`src/rtl/tc_pkg.sv`:
```
// Shared types and constants for the tc traffic checker.
package tc_pkg;

   typedef enum logic [1:0] {
      S_IDLE,
      S_RUN,
      S_DONE,
      S_ERR
   } state_t;

   localparam logic [2:0] E_NONE         = 3'd0;
   localparam logic [2:0] E_EARLY_LAST   = 3'd1;
   localparam logic [2:0] E_MISSING_LAST = 3'd2;
   localparam logic [2:0] E_BAD_KEEP     = 3'd3;
   localparam logic [2:0] E_BAD_DATA     = 3'd4;
   localparam logic [2:0] E_EXTRA_BEAT   = 3'd5;

   localparam int CNT_W = 16;
   localparam int LFB_W = 8;
   localparam int THR_W = 16;

endpackage

```
`src/rtl/tc_throttle.sv`:
```
// TREADY duty generator: M cycles high, N cycles low, restarted whenever en drops.
module tc_throttle
   import tc_pkg::*;
(
   input  logic             clk,
   input  logic             rst,
   input  logic             en,
   input  logic [THR_W-1:0] M,
   input  logic [THR_W-1:0] N,
   output logic             rdy
);

   logic [THR_W:0] r_cnt;
   logic           r_rdy;
   logic [THR_W:0] w_period;
   logic [THR_W:0] w_cnt_inc;

   assign w_period  = {1'b0, M} + {1'b0, N};
   assign w_cnt_inc = r_cnt + (THR_W+1)'(1);

   // The first enabled cycle is always high, so stale M/N on the entry edge cannot matter.
   always_ff @(posedge clk or negedge rst) begin
      if (!rst) begin
         r_cnt <= '0;
         r_rdy <= 1'b0;
      end else if (!en) begin
         r_cnt <= '0;
         r_rdy <= 1'b0;
      end else begin
         r_rdy <= (r_cnt == '0) || (M == '0) || (N == '0) || (r_cnt < {1'b0, M});
         if ((r_cnt == '0) || (w_cnt_inc < w_period))
            r_cnt <= w_cnt_inc;
         else
            r_cnt <= '0;
      end
   end

   assign rdy = r_rdy;

endmodule

```
`src/rtl/tc.sv`:
```
// AXI-Stream traffic checker: throttles TREADY and checks length, TKEEP, TLAST and payload.
module tc
   import tc_pkg::*;
#(
   parameter int WIDTH = 64
) (
   input  logic               clk,
   input  logic               rst,
   input  logic [31:0]        mode,
   input  logic [31:0]        num_packets,
   input  logic [31:0]        num_flits,
   input  logic [31:0]        last_flit_bytes,
   input  logic [31:0]        M,
   input  logic [31:0]        N,
   input  logic [WIDTH-1:0]   TDATA,
   input  logic [WIDTH/8-1:0] TKEEP,
   input  logic               TVALID,
   output logic               TREADY,
   input  logic               TLAST,
   output logic               done,
   output logic               err,
   output logic [2:0]         err_code,
   output logic [15:0]        pkt_cnt,
   output logic [31:0]        beat_cnt
);

   localparam int KW = WIDTH / 8;

   state_t             r_state;
   logic [CNT_W-1:0]   r_num_pkts;
   logic [CNT_W-1:0]   r_num_flits;
   logic [LFB_W-1:0]   r_lfb;
   logic [THR_W-1:0]   r_m;
   logic [THR_W-1:0]   r_n;
   logic               r_chk;
   logic [CNT_W-1:0]   r_fi;
   logic [CNT_W-1:0]   r_pkt_cnt;
   logic [31:0]        r_beat_cnt;
   logic               r_done;
   logic               r_err;
   logic [2:0]         r_err_code;
   logic               r_drain;

   logic               w_thr_en;
   logic               w_thr_rdy;
   logic               w_acc;
   logic               w_last_pos;
   logic [LFB_W-1:0]   w_lfb;
   logic [KW-1:0]      w_last_keep;
   logic [WIDTH-1:0]   w_exp_data;
   logic [2:0]         w_code;
   logic               w_unused;

   assign w_unused = &{1'b0, mode[31:1], num_packets[31:16], num_flits[31:16],
                       last_flit_bytes[31:8], M[31:16], N[31:16]};

   assign w_thr_en = mode[0] && ((r_state == S_IDLE) || (r_state == S_RUN));

   tc_throttle u_throttle (
      .clk (clk),
      .rst (rst),
      .en  (w_thr_en),
      .M   (r_m),
      .N   (r_n),
      .rdy (w_thr_rdy)
   );

   // Both terms are flops, so TREADY never sees TVALID combinationally.
   assign TREADY = r_drain | w_thr_rdy;
   assign w_acc  = TVALID && TREADY;

   assign w_lfb = ((last_flit_bytes[7:0] == '0) || (last_flit_bytes[7:0] > LFB_W'(KW)))
                  ? LFB_W'(KW) : last_flit_bytes[7:0];

   assign w_last_pos = ({1'b0, r_fi} + (CNT_W+1)'(1)) == {1'b0, r_num_flits};
   assign w_exp_data = WIDTH'(r_beat_cnt);

   // NOTE: every always_comb output gets a default first so no latch is inferred.
   always_comb begin
      w_last_keep = '0;
      for (int i = 0; i < KW; i++)
         w_last_keep[i] = (i < int'(r_lfb));
   end

   always_comb begin
      w_code = E_NONE;
      if (TLAST && !w_last_pos)
         w_code = E_EARLY_LAST;
      else if (!TLAST && w_last_pos)
         w_code = E_MISSING_LAST;
      else if (w_last_pos ? (TKEEP != w_last_keep) : (TKEEP != '1))
         w_code = E_BAD_KEEP;
      else if (r_chk && (TDATA != w_exp_data))
         w_code = E_BAD_DATA;
   end

   // NOTE: sequential state uses non-blocking assignments only, so every flop samples pre-edge values.
   always_ff @(posedge clk or negedge rst) begin
      if (!rst) begin
         r_state     <= S_IDLE;
         r_num_pkts  <= '0;
         r_num_flits <= '0;
         r_lfb       <= '0;
         r_m         <= '0;
         r_n         <= '0;
         r_chk       <= 1'b0;
         r_fi        <= '0;
         r_pkt_cnt   <= '0;
         r_beat_cnt  <= '0;
         r_done      <= 1'b0;
         r_err       <= 1'b0;
         r_err_code  <= E_NONE;
         r_drain     <= 1'b0;
      end else if (!mode[0]) begin
         r_state    <= S_IDLE;
         r_fi       <= '0;
         r_pkt_cnt  <= '0;
         r_beat_cnt <= '0;
         r_done     <= 1'b0;
         r_err      <= 1'b0;
         r_err_code <= E_NONE;
         r_drain    <= 1'b0;
      end else begin
         case (r_state)
            S_IDLE: begin
               r_num_pkts  <= num_packets[15:0];
               r_num_flits <= (num_flits[15:0] == '0) ? CNT_W'(1) : num_flits[15:0];
               r_lfb       <= w_lfb;
               r_m         <= M[15:0];
               r_n         <= N[15:0];
               r_chk       <= mode[1];
               r_state     <= S_RUN;
            end
            S_RUN: begin
               if (r_num_pkts == '0) begin
                  r_drain <= 1'b1;
                  if (w_acc) begin
                     r_err      <= 1'b1;
                     r_err_code <= E_EXTRA_BEAT;
                     r_state    <= S_ERR;
                  end else begin
                     r_done  <= 1'b1;
                     r_state <= S_DONE;
                  end
               end else if (w_acc) begin
                  if (w_code != E_NONE) begin
                     r_err      <= 1'b1;
                     r_err_code <= w_code;
                     r_drain    <= 1'b1;
                     r_state    <= S_ERR;
                  end else begin
                     r_beat_cnt <= r_beat_cnt + 32'd1;
                     if (w_last_pos) begin
                        r_fi      <= '0;
                        r_pkt_cnt <= r_pkt_cnt + CNT_W'(1);
                        if ((r_pkt_cnt + CNT_W'(1)) == r_num_pkts) begin
                           r_done  <= 1'b1;
                           r_drain <= 1'b1;
                           r_state <= S_DONE;
                        end
                     end else begin
                        r_fi <= r_fi + CNT_W'(1);
                     end
                  end
               end
            end
            S_DONE: begin
               if (w_acc) begin
                  r_done     <= 1'b0;
                  r_err      <= 1'b1;
                  r_err_code <= E_EXTRA_BEAT;
                  r_state    <= S_ERR;
               end
            end
            S_ERR: begin
               r_state <= S_ERR;
            end
            default: r_state <= S_IDLE;
         endcase
      end
   end

   assign done     = r_done;
   assign err      = r_err;
   assign err_code = r_err_code;
   assign pkt_cnt  = r_pkt_cnt;
   assign beat_cnt = r_beat_cnt;

endmodule

```
`config.mk`:
```
export PLATFORM = sky130hd
export DESIGN_NAME = tc
export DESIGN_NICKNAME = d
export VERILOG_FILES = /design/src/rtl/tc_pkg.sv /design/src/rtl/tc_throttle.sv /design/src/rtl/tc.sv
export SDC_FILE = /design/constraint.sdc
export NUM_CORES = 1
export LEC_CHECK = 0
export CAP_MARGIN = 15
export CORE_MARGIN = 2
export CORE_UTILIZATION = 42
export CTS_CLUSTER_DIAMETER = 200
export DETAILED_ROUTE_END_ITERATION = 6
export DONT_BUFFER_PORTS = 1
export GPL_TIMING_DRIVEN = 0
export PLACE_DENSITY = 0.57
export SYNTH_ARGS = -nofsm -noshare
export SYNTH_HDL_FRONTEND = slang
export SYNTH_SLANG_ARGS = --single-unit
```
`constraint.sdc`:
```
create_clock -name clk -period 10.15 [get_ports clk]
set_clock_uncertainty 0.05 [all_clocks]
set_input_delay 2.03 -clock clk [delete_from_list [all_inputs] [get_ports clk]]
set_output_delay 2.03 -clock clk [all_outputs]
set_load 0.05 [all_outputs]
```
==> out/metrics.cfg <==
[sta]
hold_viol_final=0
final_max_slew_viol_count=0
finalSetupViolations=0
setup_slack_ns=5.01
period_share_pct=50.7
holdWs_ns=0.439
min_period_ns=5.14
worst_pin_slew_ns=0.932
rsz0062_at_grt=false
tns_ns=0
maxSlewHeadroom_pct=37.8
fmax_mhz=194

[critical_path]
critPathMostFrequentCell=a21oi_1
reg2reg_depth=21
worstPathArrival_ns=5.39
cp-end-kind=flip-flop
cp_top_family=compound AO/OA/AOI/OAI gates
worstReg2RegStart=r_m[0]$_DFFE_PN0P_
worstPathRequired_ns=10.39
crit_type=reg -> reg
start_kind=flip-flop
r2r_slack_ns=5.01
critPathSlowestCell=a21oi_1
critPathMaxStageDelay_ns=0.55
path_cells=ha_1, fa_1, a21o_1, a21oi_1, o21bai_1, a21oi_1, nor2b_1, o21a_1, o31ai_1, a21oi_1, a31o_2, xnor2_1, ha_1, o21a_1, o21a_1, nand3_1, a211oi_1, nor3_1, a21oi_1, clkbuf_1, nor2b_1
r2r-end=u_throttle.r_cnt[14]$_DFF_PN0_
critPathBufInv=1
critical_path_peak_fanout=10

[yosys]
synth_mux_area_share_pct=6.39
ys_seq_elements=163
syn_area_um2=10700
synthCells=1150
synth_area_leaders=dfrtp_1, ha_1, mux2_2
synth_edf_count=0
syn_nets=1471
netlist.area_leader.share_pct=38.3
ys.flop_type=dfrtp_1
synthSimpleGateAreaFrac_pct=23.1
synthArstFlopShare_pct=100
avgSynthCellArea_um2=9.26
ys_seq_area_share_pct=38.3
synth_compound_area_share_pct=13.3
yosysWarnings=0
synth_top_family_by_area=simple AND/OR/NAND/NOR gates
synth-xor-area-share_pct=9.19
synthAdderAreaFrac_pct=6.39
synthDistinctLibCells=65
synth_top_cell_by_area=dfrtp_1

[global_route]
grt-busiest-layer=met2
grt_use_met1_pct=30.2
grt_util_all_layers_pct=23.6
antenna_found_initial=2
grt_overflow=0
grt_pass1_vias=8786
grt_pass1_wl_um=48700
use_met3_pct=5.69
grt_max_degree=164
met2_usage_pct=40.1

[power_and_ir_drop]
ir_worst_vdd_mv=0.0896
finalPower_mw=1.89
pwr_density_cell_nw_per_um2=162
leakagePower_nw=4.81

[route]
drt-initial-drc-count=493
viasPerCell=5.84
wl_per_cell_um=20.3
routed_wl_um=30800
num_vias=8842
post-route-drc-count=0
drt-pass1-iter-count=5
ant_nets=0

[placement]
place_area_um2=11100
port_buffers=0
hpwlAfterDp_um=23300
dp_slack_ns=4.78
dp.cells=1480
routabilityCongestion=0.851

[clocking]
clock_sinks=163
post_cts_buffers=0
numCtsBuffers=17
cts_resized=0
cts-root-buf=clkbuf_16
path_clk_slew_ns=0.07
clock_latency_ns=0.45
h-tree-depth=4
postCtsHoldBufs=0
cts_tree=built
ctsLongestPathBuffers=2

[layout]
fillers=2439
drive_gt1_share_pct=8.71
final_util_pct=46.6
multiInputGateArea_um2=6220
final_net_count=1490
areaGrowthSynthToFinish_pct=9.59
regArea_um2=4080
fin_cells=1514
finish.instance_area_um2=11700

[flow_run]
drv_cap=0

[worst_hold_path]
holdPathEnd=r_lfb[3]$_DFFE_PN0P_
hold_depth=1
min_from=r_lfb[3]$_DFFE_PN0P_
hold_class=reg -> reg

[floorplanning]
start_util_pct=42.5
boundaryPins=322
die_height_um=163
die-area_um2=26600
fp.dieW_um=163
core_um2=25000
rows=58

[outcome]
status=finished clean

-- state kept, by name (all words and copies together), names as in the netlist, 2 cells and up --
name              cells
beat_cnt             32
err_code              3
pkt_cnt              16
r_fi                 16
r_lfb                 8
r_m                  16
r_n                  16
r_num_flits          16
r_num_pkts           16
r_state               2
u_throttle.r_cnt     17
-- layout make-up --
cell class              instances  area share, %
multi-input cells             897           53.3
inverters                      44           1.42
diodes                          2         0.0429
plain buffers                  46           1.61
clock buffers                  18           3.76
flip-flops and latches        163           34.9
well taps                     330           3.54
clock inverters                14           1.40
-- per-layer routing --
metal  routed length, um  vias up
li1                    -     4234
met5                   0        -
met1               13300     4322
met4                 450        0
met3                1900       27
met2               15100      259
-- synth_stat cells (all sizes together), types with 5 or more instances --
master	instances
a211oi	6
a21o	14
a21oi	55
a31oi	9
and2	7
and3	20
and4	9
buf	9
clkbuf	37
dfrtp	163
ha	52
inv	44
mux2	48
mux2i	14
nand2	96
nand2b	29
nand3	42
nand4	34
nor2	57
nor2b	30
nor3	18
nor4	45
o211ai	13
o21a	10
o21ai	59
o21bai	5
o311ai	5
o31ai	12
or2	7
or3	21
or4	24
xnor2	55
xor2	54
-- cell usage in the layout (no fill, tap or decap), drive strengths merged, types with 10 or more instances in the layout --
cell and n:
o21ai 59, xor2 54, inv 51, a21oi 55, o31ai 12, nor2 57
o21a 10, mux2i 14, nor3 18, xnor2 55, nand3 42, clkbuf 55
nand2 96, ha 52, dfrtp 163, nand4 34, nor4 45, mux2 48
or4 24, nor2b 30, nand2b 29, or3 21, and3 20, o211ai 13
a21o 14
-- cell families after synthesis --
kind of cell    Yosys count
compound gates          220
xor+xnor                110
fa+ha+maj                54
buf+inv                  90
flops                   163
mux                      62
simple gates            451
-- worst max-delay path by stage --
| stage | from | end | slack [ns] | cells past startpoint |
|---|---|---|---|---|
| floorplan | TKEEP[2] | beat_cnt[23]$_DFFE_PN0P_ | 5.76 | 10 |
| global placement | TDATA[2] | r_fi[8]$_DFFE_PN0P_ | 4.78 | 11 |
| detailed placement | TDATA[2] | r_fi[8]$_DFFE_PN0P_ | 4.78 | 11 |
| CTS | r_m[0]$_DFFE_PN0P_ | u_throttle.r_cnt[14]$_DFF_PN0_ | 4.92 | 21 |
| global route | r_m[0]$_DFFE_PN0P_ | u_throttle.r_cnt[14]$_DFF_PN0_ | 4.55 | 21 |
| finish | r_m[0]$_DFFE_PN0P_ | u_throttle.r_cnt[14]$_DFF_PN0_ | 5.01 | 21 |
-- where the power goes --
group | internal (mW) | leakage [nW] | switching [mW] | total [mW]
combinational | 0.207 | 2.40 | 0.223 | 0.430
clock | 0.377 | 0.292 | 0.302 | 0.678
sequential | 0.708 | 2.12 | 0.0765 | 0.784
Power figures use the tool's default switching activity.
